==> src/rtl/ps2_tx.sv <==
// ps2_tx: PS/2 host-to-device transmitter. It sends one command byte:
// clock inhibit, request-to-send, then 8 data bits (LSB first), odd parity
// and stop, shifted out on device clock falling edges, then the device ACK
// is checked.
// Optional watchdog: define PS2_TX_TIMEOUT_EN to abort a transfer that the
// device never completes; without it tx_timeout is tied low and the block
// waits for the device indefinitely.
//
// Request handshake: tx_req is a request qualified by tx_ready. A byte is
// accepted in the cycle where tx_req & tx_ready are both 1. tx_data is
// captured in that same cycle. tx_req while busy is dropped and is not
// queued.
module ps2_tx #(
  parameter int CLK_FREQ_MHZ = 50,
  parameter int INHIBIT_US   = 100,
  parameter int TIMEOUT_US   = 15000
) (
  input  logic       clk,
  input  logic       rst_n,
  input  logic       ps2_clk_i,
  input  logic       ps2_data_i,
  output logic       ps2_clk_o,
  output logic       ps2_clk_w,
  output logic       ps2_data_o,
  output logic       ps2_data_w,
  input  logic       tx_req,
  input  logic [7:0] tx_data,
  output logic       tx_ready,
  output logic       tx_busy,
  output logic       tx_done,
  output logic       tx_ack_err,
  output logic       tx_timeout
);

  localparam int INHIBIT_CYCLES = CLK_FREQ_MHZ * INHIBIT_US;
  localparam int TIMEOUT_CYCLES = CLK_FREQ_MHZ * TIMEOUT_US;
  localparam int INH_W = (INHIBIT_CYCLES > 1) ? $clog2(INHIBIT_CYCLES) : 1;
  localparam logic [INH_W-1:0] INH_LAST = INH_W'(INHIBIT_CYCLES - 1);

  // Both durations must be at least one clock cycle.
  if (INHIBIT_CYCLES < 1 || TIMEOUT_CYCLES < 1) begin : g_bad_params
    $error("ps2_tx: INHIBIT and TIMEOUT must be at least one cycle");
  end

  typedef enum logic [2:0] {
    S_IDLE,
    S_INHIBIT,
    S_RTS,
    S_SHIFT,
    S_ACK,
    S_WAIT_REL
  } state_t;

  state_t           state;
  state_t           state_nxt;
  logic             clk_meta;
  logic             clk_s;
  logic             clk_s_d1;
  logic             data_meta;
  logic             data_s;
  logic             clk_fall;
  logic [INH_W-1:0] inh_cnt;
  logic [3:0]       bit_cnt;
  logic [8:0]       shift_q;
  logic             data_drv;
  logic             ack_err_q;
  logic             timeout_hit;

  // The lines idle high, so the synchronisers reset to 1. This avoids a false
  // falling edge after reset.
  always_ff @(posedge clk or negedge rst_n) begin
    if (!rst_n) begin
      clk_meta  <= 1'b1;
      clk_s     <= 1'b1;
      clk_s_d1  <= 1'b1;
      data_meta <= 1'b1;
      data_s    <= 1'b1;
    end else begin
      clk_meta  <= ps2_clk_i;
      clk_s     <= clk_meta;
      clk_s_d1  <= clk_s;
      data_meta <= ps2_data_i;
      data_s    <= data_meta;
    end
  end

  assign clk_fall = ~clk_s & clk_s_d1;

`ifdef PS2_TX_TIMEOUT_EN
  localparam int TO_W = $clog2(TIMEOUT_CYCLES + 1);
  logic [TO_W-1:0] to_cnt;
  logic            active;

  assign active = (state == S_RTS) || (state == S_SHIFT) ||
                  (state == S_ACK) || (state == S_WAIT_REL);

  // The watchdog counts from request-to-send until the frame ends. It is cleared whenever the block is inactive.
  always_ff @(posedge clk or negedge rst_n) begin
    if (!rst_n)      to_cnt <= '0;
    else if (active) to_cnt <= to_cnt + TO_W'(1);
    else             to_cnt <= '0;
  end

  assign timeout_hit = active && (to_cnt == TO_W'(TIMEOUT_CYCLES));
`else
  assign timeout_hit = 1'b0;
`endif

  // Register the state.
  always_ff @(posedge clk or negedge rst_n) begin
    if (!rst_n) state <= S_IDLE;
    else        state <= state_nxt;
  end

  // Next-state logic and the completion pulses. tx_done has priority over a coincident timeout.
  always_comb begin
    state_nxt  = state;
    tx_done    = 1'b0;
    tx_timeout = 1'b0;
    case (state)
      S_IDLE:     if (tx_req) state_nxt = S_INHIBIT;
      S_INHIBIT:  if (inh_cnt == INH_LAST) state_nxt = S_RTS;
      S_RTS:      state_nxt = S_SHIFT;
      S_SHIFT:    if (clk_fall && (bit_cnt == 4'd9)) state_nxt = S_ACK;
      S_ACK:      if (clk_fall) state_nxt = S_WAIT_REL;
      S_WAIT_REL: begin
        if (clk_s && data_s) begin
          tx_done   = 1'b1;
          state_nxt = S_IDLE;
        end
      end
      default:    state_nxt = S_IDLE;
    endcase
    if (timeout_hit && !tx_done) begin
      tx_timeout = 1'b1;
      state_nxt  = S_IDLE;
    end
  end

  // Datapath: capture the byte, time the inhibit, shift a bit out per device clock fall, and sample the ACK.
  always_ff @(posedge clk or negedge rst_n) begin
    if (!rst_n) begin
      inh_cnt   <= '0;
      bit_cnt   <= '0;
      shift_q   <= '0;
      data_drv  <= 1'b0;
      ack_err_q <= 1'b0;
    end else begin
      case (state)
        S_IDLE: begin
          inh_cnt <= '0;
          if (tx_req) begin
            shift_q   <= {~^tx_data, tx_data};
            ack_err_q <= 1'b0;
          end
        end
        S_INHIBIT: inh_cnt <= inh_cnt + INH_W'(1);
        S_RTS: begin
          bit_cnt  <= '0;
          data_drv <= 1'b1;
        end
        S_SHIFT: begin
          if (clk_fall) begin
            bit_cnt <= bit_cnt + 4'd1;
            if (bit_cnt == 4'd9) begin
              data_drv <= 1'b0;
            end else begin
              data_drv <= ~shift_q[0];
              shift_q  <= shift_q >> 1;
            end
          end
        end
        S_ACK:   if (clk_fall) ack_err_q <= data_s;
        default: ;
      endcase
    end
  end

  // The drive enables decode only from flops that reset asynchronously, so reset releases the lines at once.
  assign ps2_clk_w  = (state == S_INHIBIT) || (state == S_RTS);
  assign ps2_data_w = (state == S_RTS) || ((state == S_SHIFT) && data_drv);
  assign ps2_clk_o  = 1'b0;
  assign ps2_data_o = 1'b0;
  assign tx_ready   = (state == S_IDLE);
  assign tx_busy    = ~tx_ready;
  assign tx_ack_err = ack_err_q;

endmodule

==> config.mk <==
export PLATFORM = sky130hd
export DESIGN_NAME = ps2_tx
export DESIGN_NICKNAME = d
export VERILOG_FILES = /design/src/rtl/ps2_tx.sv
export SDC_FILE = /design/constraint.sdc
export NUM_CORES = 1
export LEC_CHECK = 0
export ABC_AREA = 1
export BUFFER_PORTS_ARGS = -buffer_cell sky130_fd_sc_hd__buf_2
export CORE_MARGIN = 8
export CORE_UTILIZATION = 59
export CTS_CLUSTER_SIZE = 14
export DETAILED_ROUTE_END_ITERATION = 6
export GPL_TIMING_DRIVEN = 0
export PLACE_DENSITY = 0.8
export SYNTH_ARGS = -nofsm -noshare
export SYNTH_HDL_FRONTEND = slang
export SYNTH_SLANG_ARGS = --single-unit
==> constraint.sdc <==
create_clock -name clk -period 1.69 [get_ports clk]
set_input_delay 0 -clock clk [delete_from_list [all_inputs] [get_ports clk]]
set_output_delay 0 -clock clk [all_outputs]
set_load 0.01 [all_outputs]
==> reports/results.txt <==
Initial drt markers: 179
Number of max-cap violations: 0
Crit-path max FO: 10
Setup slack, reg-to-reg: 0.12 ns
IO Pins: 22
CP startpoint: state[2]$_DFFE_PN0P_
Fin. max-slew vios: 0
Clock Tree Buf Depth: 2
Total CTS buffers: 5
R2r startpoint: state[2]$_DFFE_PN0P_
Initial antenna violation count: 0
Final setup margin: 0.07633 ns
Pwr dens: 1428 nW/um^2
Dpl cells: 337
Setup violations, final: 0
Slew margin rel.: 0.4827
Sw Ratio: 0.4338
Largest net degree at the start of global routing: 37
Setup TNS: 0 ns
Area share of the largest cell type after synthesis: 0.3543
Worst-case reg-to-reg path depth: 9
Leakage: 1.247 nW
Post-Route WL: 4268 microns
CTS Root Cell: clkbuf_8
Distinct cells, synth: 41
Post-detail-place hpwl: 3165 microns
CTS tree: done
Yosys reg bits: 36
Nets: 316
Type of the most critical hold path: in2reg
Peak supply drop: 1.101 mV
Clk_lat worst skew: 0.29 ns
Crit path to: ps2_data_w
Die height: 76.92 microns
Yosys warns: 0
DRC: 0
Post-synthesis sequential area ratio: 0.4143
Diode count: 0
Tot GR Track Use: 0.1535
CP arrival: 1.61 ns
Status: finished clean
P_sw: 0.001538 W
Number of clock sinks: 36
Crit path capture type: output pin
Initial core utilization: 0.6072
Routability Congestion: 0.8713
Post-Syn Instances: 269
Fin Hold WS: 0.06996 ns
Seq pwr share: 0.337
Clock transition at path regs: 0.08 ns
Pint: 0.002008 W
Post-DRT Antenna Nets: 0
Slew @ Worst Pin: 0.7760 ns
Synth-to-Final Area Change: 13.43%
Total grt overflow: 0
Tmin final: 1.614 ns
Worst R2R End: shift_q[6]$_DFFE_PN0P_
Unrepaired setup endpoints after global routing: false
Via count: 1796
Syn avg cell area: 8.140 sq um
Die W: 76.92 microns
Post-Layout Cell Count: 349
Hold Vio Cnt, Final: 0
Setup slack at placement: 0.07032 ns
Fin crit share: 0.9548
# rows: 22
First-pass GRT wire length: 7631 microns
Logic gate share of total power: 0.489
Max H-tree Level: 2
Vias in the first global route: 1710
Clock power frac: 0.175
Via density: 5.146
WP data required: 1.69 ns
Drt wl/cell: 12.23 microns
Dominant cells by area after synthesis: dfrtp_1 35%, nand2_1 13%, dfstp_2 6.0%
Max Freq: 619.7 MHz
Initial DRT Pass Iterations: 4
Layout cell share with drive strength beyond 1: 0.2392
Setup CP Type: reg2out
Synth area leader: dfrtp_1
Synthesized area: 2190 sq um
Area of the die: 5917 sq um
CP startpoint kind: register
Fin Clk Skew: 0.008415 ns
Core Region: 3606 sq um
Buffers on Ports: 18
## logic make-up (layout without fill, tap and decap cells)
| logic type | count (synthesis) | in the layout | share of synthesized area |
|---|---|---|---|
| XOR/XNOR | 9 | 9 | 0.03600 |
| AO/OA/AOI/OAI | 49 | 49 | 0.1417 |
| buffers and inverters | 43 | 73 | 0.09714 |
| other | 1 | 3 | 0.001713 |
| AND/OR/NAND/NOR | 128 | 128 | 0.2920 |
| flip-flops | 36 | 36 | 0.4143 |
| adder cells (fa/ha/maj) | 3 | 3 | 0.01714 |
## layout by cell type, fill, tap and decap left out, drive strengths merged, types with 3 or more instances in the layout
| master | netlist | routed |
|---|---|---|
| a21oi | 9 | 9 |
| buf | 8 | 27 |
| clkbuf | 0 | 5 |
| conb | 1 | 3 |
| dfrtp | 31 | 31 |
| dfstp | 5 | 5 |
| dlygate4sd3 | 0 | 3 |
| ha | 3 | 3 |
| inv | 34 | 34 |
| nand2 | 80 | 80 |
| nand3 | 22 | 22 |
| nand4 | 6 | 6 |
| nor2 | 17 | 17 |
| o21ai | 30 | 30 |
| xnor2 | 4 | 4 |
| xor2 | 5 | 5 |
## power groups by stage
stage | Sequential (W) | Clock [W] | Combinational [W]
final | 0.00119 | 0.000620 | 0.00173
after global routing | 0.00121 | 0.000678 | 0.00196
after CTS | 0.00120 | 0.000641 | 0.00174
after detailed placement | 0.00122 | 0 | 0.00172
after global placement | 0.00120 | 0 | 0.00169
after floorplan | 0.00118 | 0 | 0.00138
## Yosys cell counts
library cell	n
nand2_1	73
dfrtp_1	31
inv_1	30
nand3_1	20
o21ai_0	14
nor2_1	12
a21oi_1	9
o21ai_2	8
o21ai_1	7
nand4_1	6
dfstp_2	5
xor2_1	5
nand2_4	4
xnor2_1	4
buf_4	3
buf_6	3
ha_1	3
nand2_2	3
nor2_4	3
inv_2	2
inv_4	2
o22ai_1	2
o31ai_1	2
a22o_1	1
a22oi_1	1
a31o_2	1
a31oi_1	1
buf_2	1
buf_8	1
clkinv_1	1
conb_1	1
nand3_2	1
nand3_4	1
nand3b_4	1
nor2_2	1
nor2_8	1
nor3_1	1
nor4_1	1
o211ai_1	1
o21a_1	1
o21ai_4	1
## flip-flops by register name, summed over array words and instances (netlist names)
register,cells
inh_cnt,13
shift_q,9
bit_cnt,4
state,3
clk_meta,1
clk_s,1
clk_s_d1,1
data_drv,1
data_meta,1
data_s,1
tx_ack_err,1
## area by class of cell
class                   instances  area, sq um
clock inverters                 3        23.77
repair buffers                 22        127.6
plain buffers                   8        76.32
multi-input cells             192         1082
flip-flops and latches         36        908.4
well taps                      48        60.06
fillers                       312         1122
clock buffers                   5        68.82
inverters                      35        136.4
## critical path, stage by stage (launching register included)
cell and delay [ns]:
dfrtp_2 0.45, inv_4 0.15, nand3_4 0.17, buf_2 0.23
o21ai_0 0.16, buf_2 0.15
## stage by stage
step                instance area [sq um]  power, W    util
floorplan                            2197  0.002558       -
global placement                     2347  0.002887  0.6509
detailed placement                   2347  0.002937  0.6509
CTS                                  2471  0.003578  0.6853
global route                         2484  0.003850  0.6888
finish                               2484  0.003546  0.6888
## what timing repair did
item,CTS,global route
resized for setup,1,2
hold buffers,3,0
endpoints found under the setup margin,1,3
setup buffers,0,1
hold endpoints to repair,33,0
## layer usage
layer	track usage	vias to the layer above	part of all wire
met5	0	-	0
met4	0.05192	0	0.011
met3	0.04196	5	0.046
met2	0.2294	37	0.47
met1	0.2074	822	0.48
li1	-	932	-
## worst min path at each step
stage	start	slack [ns]	endpoint	depth (start not counted)
final	tx_data[7]	0.07	shift_q[7]$_DFFE_PN0P_	5
after global routing	tx_data[2]	0.09	shift_q[2]$_DFFE_PN0P_	5
after detailed placement	ps2_data_i	0.11	data_meta$_DFF_PN1_	1
after global placement	ps2_data_i	0.10	data_meta$_DFF_PN1_	1
after CTS	tx_data[7]	0.07	shift_q[7]$_DFFE_PN0P_	5
after floorplan	rst_n	-0.30	bit_cnt[0]$_DFFE_PN0P_	0
Note: power is estimated with default switching activity, not from simulation.
